<file path="src/rtl/legv8_decode_ctrl_pkg.sv">
// Shared LEGv8 decode constants: ALU op codes, opcode patterns
// and the control bundle handed from decode to execute.
package legv8_decode_ctrl_pkg;

   localparam int IMM_W  = 64;
   localparam int WORD_W = 32;

   localparam logic [3:0] ALU_OP_AND = 4'b0000;
   localparam logic [3:0] ALU_OP_ORR = 4'b0001;
   localparam logic [3:0] ALU_OP_ADD = 4'b0010;
   localparam logic [3:0] ALU_OP_SUB = 4'b0110;
   localparam logic [3:0] ALU_OP_CPZ = 4'b0111;

   localparam logic [10:0] OPC_ADD  = 11'b10001011000;
   localparam logic [10:0] OPC_SUB  = 11'b11001011000;
   localparam logic [10:0] OPC_AND  = 11'b10001010000;
   localparam logic [10:0] OPC_ORR  = 11'b10101010000;
   localparam logic [10:0] OPC_LDUR = 11'b11111000010;
   localparam logic [10:0] OPC_STUR = 11'b11111000000;
   localparam logic [9:0]  OPC_ADDI = 10'b1001000100;
   localparam logic [9:0]  OPC_SUBI = 10'b1101000100;
   localparam logic [7:0]  OPC_CBZ  = 8'b10110100;
   localparam logic [5:0]  OPC_B    = 6'b000101;

   typedef struct packed {
      logic [3:0]       alu_op;
      logic             alu_src;
      logic [IMM_W-1:0] imm;
      logic [4:0]       rn;
      logic [4:0]       rm;
      logic [4:0]       rd;
      logic             reg_write;
      logic             mem_read;
      logic             mem_write;
      logic             zero_branch;
      logic             uncond_branch;
      logic             illegal;
   } ctrl_t;

endpackage

</file>
<file path="src/rtl/legv8_decode_comb.sv">
// Pure combinational LEGv8 instruction -> control bundle decoder.
// Opcode classes are mutually exclusive, so a parallel match suffices.
module legv8_decode_comb
   import legv8_decode_ctrl_pkg::*;
(
   input  logic [WORD_W-1:0] insn,
   output ctrl_t             ctrl
);

   logic is_add, is_sub, is_and, is_orr;
   logic is_ldur, is_stur, is_addi, is_subi;
   logic is_cbz, is_b;

   assign is_add  = insn[31:21] == OPC_ADD;
   assign is_sub  = insn[31:21] == OPC_SUB;
   assign is_and  = insn[31:21] == OPC_AND;
   assign is_orr  = insn[31:21] == OPC_ORR;
   assign is_ldur = insn[31:21] == OPC_LDUR;
   assign is_stur = insn[31:21] == OPC_STUR;
   assign is_addi = insn[31:22] == OPC_ADDI;
   assign is_subi = insn[31:22] == OPC_SUBI;
   assign is_cbz  = insn[31:24] == OPC_CBZ;
   assign is_b    = insn[31:26] == OPC_B;

   always_comb begin
      ctrl        = '0;
      ctrl.alu_op = ALU_OP_AND;
      ctrl.rn     = insn[9:5];
      ctrl.rm     = insn[20:16];
      ctrl.rd     = insn[4:0];
      unique case (1'b1)
         is_add: begin
            ctrl.alu_op    = ALU_OP_ADD;
            ctrl.reg_write = 1'b1;
         end
         is_sub: begin
            ctrl.alu_op    = ALU_OP_SUB;
            ctrl.reg_write = 1'b1;
         end
         is_and: ctrl.reg_write = 1'b1;
         is_orr: begin
            ctrl.alu_op    = ALU_OP_ORR;
            ctrl.reg_write = 1'b1;
         end
         is_ldur: begin
            ctrl.alu_op    = ALU_OP_ADD;
            ctrl.alu_src   = 1'b1;
            ctrl.imm       = IMM_W'($signed(insn[20:12]));
            ctrl.mem_read  = 1'b1;
            ctrl.reg_write = 1'b1;
         end
         is_stur: begin
            ctrl.alu_op    = ALU_OP_ADD;
            ctrl.alu_src   = 1'b1;
            ctrl.imm       = IMM_W'($signed(insn[20:12]));
            ctrl.mem_write = 1'b1;
            ctrl.rm        = insn[4:0];
         end
         is_addi: begin
            ctrl.alu_op    = ALU_OP_ADD;
            ctrl.alu_src   = 1'b1;
            ctrl.imm       = IMM_W'(insn[21:10]);
            ctrl.reg_write = 1'b1;
         end
         is_subi: begin
            ctrl.alu_op    = ALU_OP_SUB;
            ctrl.alu_src   = 1'b1;
            ctrl.imm       = IMM_W'(insn[21:10]);
            ctrl.reg_write = 1'b1;
         end
         is_cbz: begin
            ctrl.alu_op      = ALU_OP_CPZ;
            ctrl.rm          = insn[4:0];
            ctrl.imm         = IMM_W'($signed(insn[23:5]));
            ctrl.zero_branch = 1'b1;
         end
         is_b: begin
            ctrl.imm           = IMM_W'($signed(insn[25:0]));
            ctrl.uncond_branch = 1'b1;
         end
         default: ctrl.illegal = 1'b1;
      endcase
   end

endmodule

</file>
<file path="src/rtl/legv8_decode_ctrl.sv">
// Decode stage: registered control bundle plus one skid entry so
// in_ready depends only on local state, never on out_ready.
module legv8_decode_ctrl
   import legv8_decode_ctrl_pkg::*;
#(
   parameter int XLEN   = 64,
   parameter int INSN_W = 32
) (
   input  logic              clk,
   input  logic              rst_n,
   input  logic              flush,
   input  logic              in_valid,
   output logic              in_ready,
   input  logic [INSN_W-1:0] in_insn,
   output logic              out_valid,
   input  logic              out_ready,
   output logic [3:0]        alu_op,
   output logic              alu_src,
   output logic [XLEN-1:0]   imm,
   output logic [4:0]        rn,
   output logic [4:0]        rm,
   output logic [4:0]        rd,
   output logic              reg_write,
   output logic              mem_read,
   output logic              mem_write,
   output logic              zero_branch,
   output logic              uncond_branch,
   output logic              illegal
);

   ctrl_t dec;
   ctrl_t out_q;
   ctrl_t skid_q;
   logic  out_v;
   logic  skid_full;
   logic  acc;
   logic  drain;

   legv8_decode_comb u_comb (
      .insn (in_insn),
      .ctrl (dec)
   );

   assign in_ready = !skid_full;
   assign acc      = in_valid && in_ready;
   assign drain    = out_v && out_ready;

   always_ff @(posedge clk or negedge rst_n) begin
      if (!rst_n) begin
         out_v     <= 1'b0;
         skid_full <= 1'b0;
         out_q     <= '0;
         skid_q    <= '0;
      end else if (flush) begin
         out_v     <= 1'b0;
         skid_full <= 1'b0;
      end else if (!out_v || drain) begin
         // skid is older than anything arriving now (in_ready was low)
         if (skid_full) begin
            out_q     <= skid_q;
            out_v     <= 1'b1;
            skid_full <= 1'b0;
         end else begin
            out_v <= acc;
            if (acc) out_q <= dec;
         end
      end else if (acc) begin
         skid_q    <= dec;
         skid_full <= 1'b1;
      end
   end

   assign out_valid     = out_v;
   assign alu_op        = out_q.alu_op;
   assign alu_src       = out_q.alu_src;
   assign imm           = out_q.imm;
   assign rn            = out_q.rn;
   assign rm            = out_q.rm;
   assign rd            = out_q.rd;
   assign reg_write     = out_q.reg_write;
   assign mem_read      = out_q.mem_read;
   assign mem_write     = out_q.mem_write;
   assign zero_branch   = out_q.zero_branch;
   assign uncond_branch = out_q.uncond_branch;
   assign illegal       = out_q.illegal;

endmodule
</file>
<file path="config.mk">
export PLATFORM = sky130hd
export DESIGN_NAME = legv8_decode_ctrl
export DESIGN_NICKNAME = d
export VERILOG_FILES = /design/src/rtl/legv8_decode_ctrl_pkg.sv /design/src/rtl/legv8_decode_comb.sv /design/src/rtl/legv8_decode_ctrl.sv
export SDC_FILE = /design/constraint.sdc
export NUM_CORES = 1
export LEC_CHECK = 0
export ABC_AREA = 1
export CORE_AREA = 2 2 110 112
export DETAILED_ROUTE_END_ITERATION = 16
export DIE_AREA = 0 0 112 114
export DONT_BUFFER_PORTS = 1
export GPL_TIMING_DRIVEN = 1
export PLACE_DENSITY = 0.74
export SLEW_MARGIN = 10
export SYNTH_ARGS = -nofsm -noshare
export SYNTH_HDL_FRONTEND = slang
export SYNTH_SLANG_ARGS = --single-unit
</file>
<file path="constraint.sdc">
create_clock -name clk -period 2.9 [get_ports clk]
set_clock_uncertainty 0.05 [all_clocks]
set_input_delay 0.145 -clock clk [delete_from_list [all_inputs] [get_ports clk]]
set_output_delay 0.145 -clock clk [all_outputs]
set_load 0.05 [all_outputs]
</file>
* Yosys cells after proc, flatten, opt, wreduce, memory -nomap -nowiden
Index checks and enable logic that the tools add are counted.
** Storage, ports and cells
- Register bits after elaboration :: 182
- Bits in latches :: 0
- RAM bits :: 0
- ROM bits :: 0
- Bits of input ports :: 37
- Output and inout port bits :: 92
- Logic and storage cells :: 74
- Memories kept :: 0
** Cells by class
- Add/sub/neg operators :: 0
- Multiply operators :: 0
- Div/mod/pow operators :: 0
- $lt $le $gt $ge :: 0
- Eq/ne operators :: 10
- Shift-type cells :: 0
- Muxes and demuxes :: 18
- Bitwise operators :: 2
- Reductions and logical operators :: 18
** Operators with widths (number)
- 64-bit one-hot mux with 4 select lines :: 1
- 90-bit 2-to-1 mux :: 2
- 11-bit equality test (second input constant) :: 6
- 10-bit equality test (second input constant) :: 2
- 1-bit 2-to-1 mux :: 13
- 3-bit one-hot mux with 4 select lines :: 1
- 10-bit OR reduction :: 1
- 8-bit equality test (second input constant) :: 1
- 2-bit OR reduction :: 4
- 4-bit OR reduction :: 2
- 7-bit OR reduction :: 1
- 6-bit by 3-bit equality test with 1-bit output (second input constant) :: 1
- 3-bit AND reduction :: 2
- 5-bit 2-to-1 mux :: 1
- 2-bit nonzero test :: 2
- 3-bit nonzero test :: 1
- 1-bit logical AND :: 2
- 1-bit zero test :: 2
- 1-bit NOT :: 2
- 1-bit logical OR :: 1

* Logic depth before layout (Yosys ltp)
- Word-level depth :: 5
- Mapped depth :: 12

* Modules after synthesis
A second synthesis with hierarchy kept.
** Second synthesis, totals
- Cell total of the unflattened synthesis :: 1376
- Area, all modules :: 9774.4 um2
** Modules (own cells, without submodules)
- legv8_decode_ctrl :: times used 1, cells an instance 1083, area each 8296.7 um2, seq. area each 4554.4 um2
- legv8_decode_comb :: times used 1, cells an instance 293, area each 1477.7 um2, seq. area each 0.0 um2

* Worst setup path after synthesis
Ideal clock, no wire load.
- Path type :: register -> output
- From :: register, netlist name imm[62]
- To :: output imm[26]
- Data arrival time :: 1.532 ns
- Path slack :: 1.173 ns
- Cell stages (with the launch flop) :: 2
- Path through :: dfrtp_1 > buf_4
** RTL lines
- end: declaration :: RTL line legv8_decode_ctrl.sv:19 : output logic [XLEN-1:0] imm,

* Worst setup path in the final report
- From :: register out_v, in the netlist out_valid
- To :: register skid_q[31] in the netlist's numbering
** Between the ends
- Cells in the longest elaborated chain, start to end :: 4
** RTL lines
- start: declaration :: RTL line legv8_decode_ctrl.sv:34 : logic out_v;
- start signal: assignment :: RTL line legv8_decode_ctrl.sv:50 : out_v <= 1'b0;
- start signal: assignment :: RTL line legv8_decode_ctrl.sv:55 : out_v <= 1'b0;
- start signal: assignment :: RTL line legv8_decode_ctrl.sv:61 : out_v <= 1'b1;
- 1-bit zero test or 1-bit logical AND (tied branches) :: RTL line legv8_decode_ctrl.sv:57, legv8_decode_ctrl.sv:46
- 1-bit logical OR (*) :: RTL line legv8_decode_ctrl.sv:57 : end else if (!out_v || drain) begin
- 1-bit NOT (no line) (*)
- 3-bit AND reduction (no line) (*)
- end signal: assignment :: RTL line legv8_decode_ctrl.sv:53 : skid_q <= '0;
- end signal: assignment :: RTL line legv8_decode_ctrl.sv:68 : skid_q <= dec;
- end: declaration :: RTL line legv8_decode_ctrl.sv:33 : ctrl_t skid_q;
Every way passes the cells marked *; elsewhere a longest branch is shown, timed or not.
A chain may end at the register's enable or synchronous reset.

==> metrics.md <==
| Metric | Value |
|---|---|
| Crit path max fanout | 37 |
| Total design power | 3.77 mW |
| WL per Instance | 16.0 um |
| Status | completed |
| Die Height | 114 um |
| CP Launch Point | out_valid$_DFFE_PN0N_ |
| Critical path class | register to register |
| Root Buffer | clkbuf_16 |
| Worst Max-Slew Pin Slew | 1.03 ns |
| Flop-to-flop setup slack | 0.34 ns |
| Clk slew on worst S/H paths | 0.07 ns |
| Hold/Removal Path Class | input port to register |
| Clock insertion delay at the later pin of the skew report | 0.35 ns |
| Initial Utilization | 48.6% |
| Fin cells | 920 |
| Multi-input logic area | 0.00240 mm2 |
| Bufs on Longest Clock Path | 2 |
| Layout area overhead | 7.82% |
| Yosys warning count | 0 |
| Vias in the first global route | 4,678 |
| Commonest non-fill, non-tap cell in the layout | nand2_1 |
| Core Box Area | 0.0117 mm2 |
| CP Cell Sequence | inv_1 > nor2_1 > inv_1 > nor2_1 > nand3_2 > clkinv_1 > nor2_1 > a31oi_1 > dlygate4sd3_1 |
| GRT Total Usage | 24.4% |
| Tcrit/Tclk final | 88.3% |
| Port bufs | 0 |
| Worst r2r path cells | 9 |
| Post-layout minimum cycle time | 2.56 ns |
| Resized Gates After CTS | 0 |
| Crit-path leading delay family | buffers and inverters |
| Row count | 40 |
| Placed cells | 876 |
| Setup TNS | 0 ns |
| MaxCap Viol Count | 0 |
| Net Count, Synth | 831 |
| Setup Viol. Count Final | 0 |
| Slowest cell on crit path | clkinv_1 |
| Most used cell along the critical path | nor2_1 |
| CP Data Required Time | 3.09 ns |
| Post-Syn Area | 0.00569 mm2 |
| Fmax | 0.391 GHz |
| Syn Inst Count | 794 |
| Fillers | 1,142 |
| Share of layout cells above drive strength 1 | 6.60% |
| Relative slew slack | 31.4% |
| Post-DRT Antenna Nets | 0 |
| Crit path launch type | register |
| Nets | 805 |
| Met2 routed WL | 6.66 mm |
| Worst path bufs/invs | 4 |
| Deepest level of the CTS H-tree | 3 |
| Starting DRC count in detailed routing | 457 |
| Power Density | 614 mW/mm2 |
| Crit path DAT | 2.75 ns |
| Final GP Congestion | 0.903 |
| Initial antenna violation count | 0 |
| Commonest cells after routing, fill and taps aside | nand2_1 (271), dfrtp_1 (103), nor2_1 (92) |
| Met3 routed WL | 1.37 mm |
| Max IR drop VDD | 0.464 mV |
| Worst Setup End Kind | register |
| Fin. max-slew vios | 0 |
| R2r startpoint | out_valid$_DFFE_PN0N_ |
| Diodes inserted | 0 |
| Uppermost layer routed | met4 |
| Via count | 4,906 |
| Largest net degree at the start of global routing | 105 |
| Via density | 5.33 |
| CTS tree | built |
| Unique masters post-synth | 27 |
| RSZ-0062 raised after global routing | false |
| Ys flop type | dfrtp_1 |
| Die ar. | 0.0128 mm2 |
| Num Clock Sinks | 104 |
| I/O pin cnt | 129 |
| Hold WS | 0.00837 ns |
| CTS buffer count | 9 |
| DP HPWL | 9.32 mm |
| Crit path depth | 9 |
| EDFF count, synth | 0 |
| Seq/Total Area, Yosys | 45.7% |
| # DRC | 0 |
| Final Hold Violating Endpoints | 0 |
| Routed Wire Length | 14.7 mm |
| Static Leak | 3.32 nW |
| Register area | 0.00261 mm2 |
| Synthesized flop and latch total | 104 |
| Metal1 wirelength | 6.37 mm |
| Critical register-to-register path endpoint | skid_q[31]$_DFFE_PN0P_ |
| TritonRoute pass-1 iters | 5 |
| Post-synth ARST share | 100% |
| Die width | 112 um |
| Mapped Avg Cell Area | 7.17 um2 |
| Peak per-stage delay on the critical path | 0.76 ns |
| First-pass GRT wire length | 24.8 mm |
| Setup crit end | skid_q[31]$_DFFE_PN0P_ |
| Total gr overflow | 0 |
-- metrics by stage --
stage	area (um2)	utilization, %	setup WS (ns)
after floorplan	5690	-	1.17
after global placement	5540	47.3	0.725
after detailed placement	5540	47.3	0.700
after CTS	6140	52.4	0.357
after global routing	6140	52.4	0.114
final	6140	52.4	0.340
-- cell type report --
cell class	instances	share of cell area, %
Timing Repair Buffer	45	7.66
Tap cell	147	3.00
Inverter	47	2.91
Sequential cell	104	42.5
Clock inverter	6	1.12
Clock buffer	10	3.73
Multi-Input combinational cell	561	39.1
-- cells by family after synthesis --
group / Yosys count / share of synthesized area, %
DFF: 104 / 45.7
buffers and inverters: 129 / 12.2
other: 1 / 0.0659
AOI/OAI and AO/OA: 99 / 9.01
and+or+nand+nor: 461 / 33.0
-- registers in the layout (all words and copies together), names as in the netlist --
register       flops
imm               26
skid_q            51
out_valid          1
alu_op             3
rm                 5
uncond_branch      1
rd                 5
mem_read           1
rn                 5
zero_branch        1
alu_src            1
mem_write          1
reg_write          1
illegal            1
skid_full          1
-- how the worst min path moves through the flow --
stage,start,endpoint,slack (ns),cells after the start
after floorplan,rst_n,alu_op[0]$_DFFE_PN0P_,-0.20,0
after global placement,rst_n,skid_q[37]$_DFFE_PN0P_,-0.20,0
after detailed placement,rst_n,skid_q[86]$_DFFE_PN0P_,-0.20,0
after CTS,in_insn[19],skid_q[35]$_DFFE_PN0P_,0.0008,4
after global routing,in_insn[21],skid_q[42]$_DFFE_PN0P_,0.03,4
final,in_insn[19],skid_q[35]$_DFFE_PN0P_,0.008,4
-- report_power, final --
part	internal [mW]	switching [mW]
clock network	0.675	0.554
logic	0.170	0.384
registers	1.63	0.359
-- layer usage --
layer,GRT usage [%],up-vias
met4,7.40,0
met3,6.48,31
met1,33.4,2251
met5,0,-
met2,38.6,201
li1,-,2423
-- synth_stat cells (2+ instances only) --
| cell | instances | area, um2 |
|---|---|---|
| nor2_2 | 7 | 43.8 |
| buf_2 | 19 | 95.1 |
| nand2_1 | 271 | 1020 |
| inv_1 | 41 | 154 |
| dfrtp_1 | 104 | 2600 |
| nor2_1 | 92 | 345 |
| a21oi_1 | 16 | 80.1 |
| buf_4 | 43 | 323 |
| nand2_2 | 2 | 12.5 |
| o21ai_0 | 62 | 310 |
| buf_6 | 3 | 33.8 |
| o21ai_1 | 11 | 55.1 |
| nand3_1 | 84 | 420 |
| nand4_1 | 2 | 12.5 |
| clkbuf_1 | 16 | 60.1 |
| inv_2 | 4 | 15.0 |
| a31oi_1 | 7 | 43.8 |
-- worst register-to-register path, delay by kind of cell, from the launching register on --
family / cells / cell delay [ns]
buffers and inverters: 4 / 1.48
AND/OR/NAND/NOR: 4 / 0.49
flip-flops: 1 / 0.37
AO/OA/AOI/OAI: 1 / 0.06
-- timing repair --
item | CTS | global route
hold buffers | 28 | 0
setup buffers | 0 | 0
endpoints found under the hold margin | 139 | 0
Note: power is estimated with default switching activity, not from simulation.
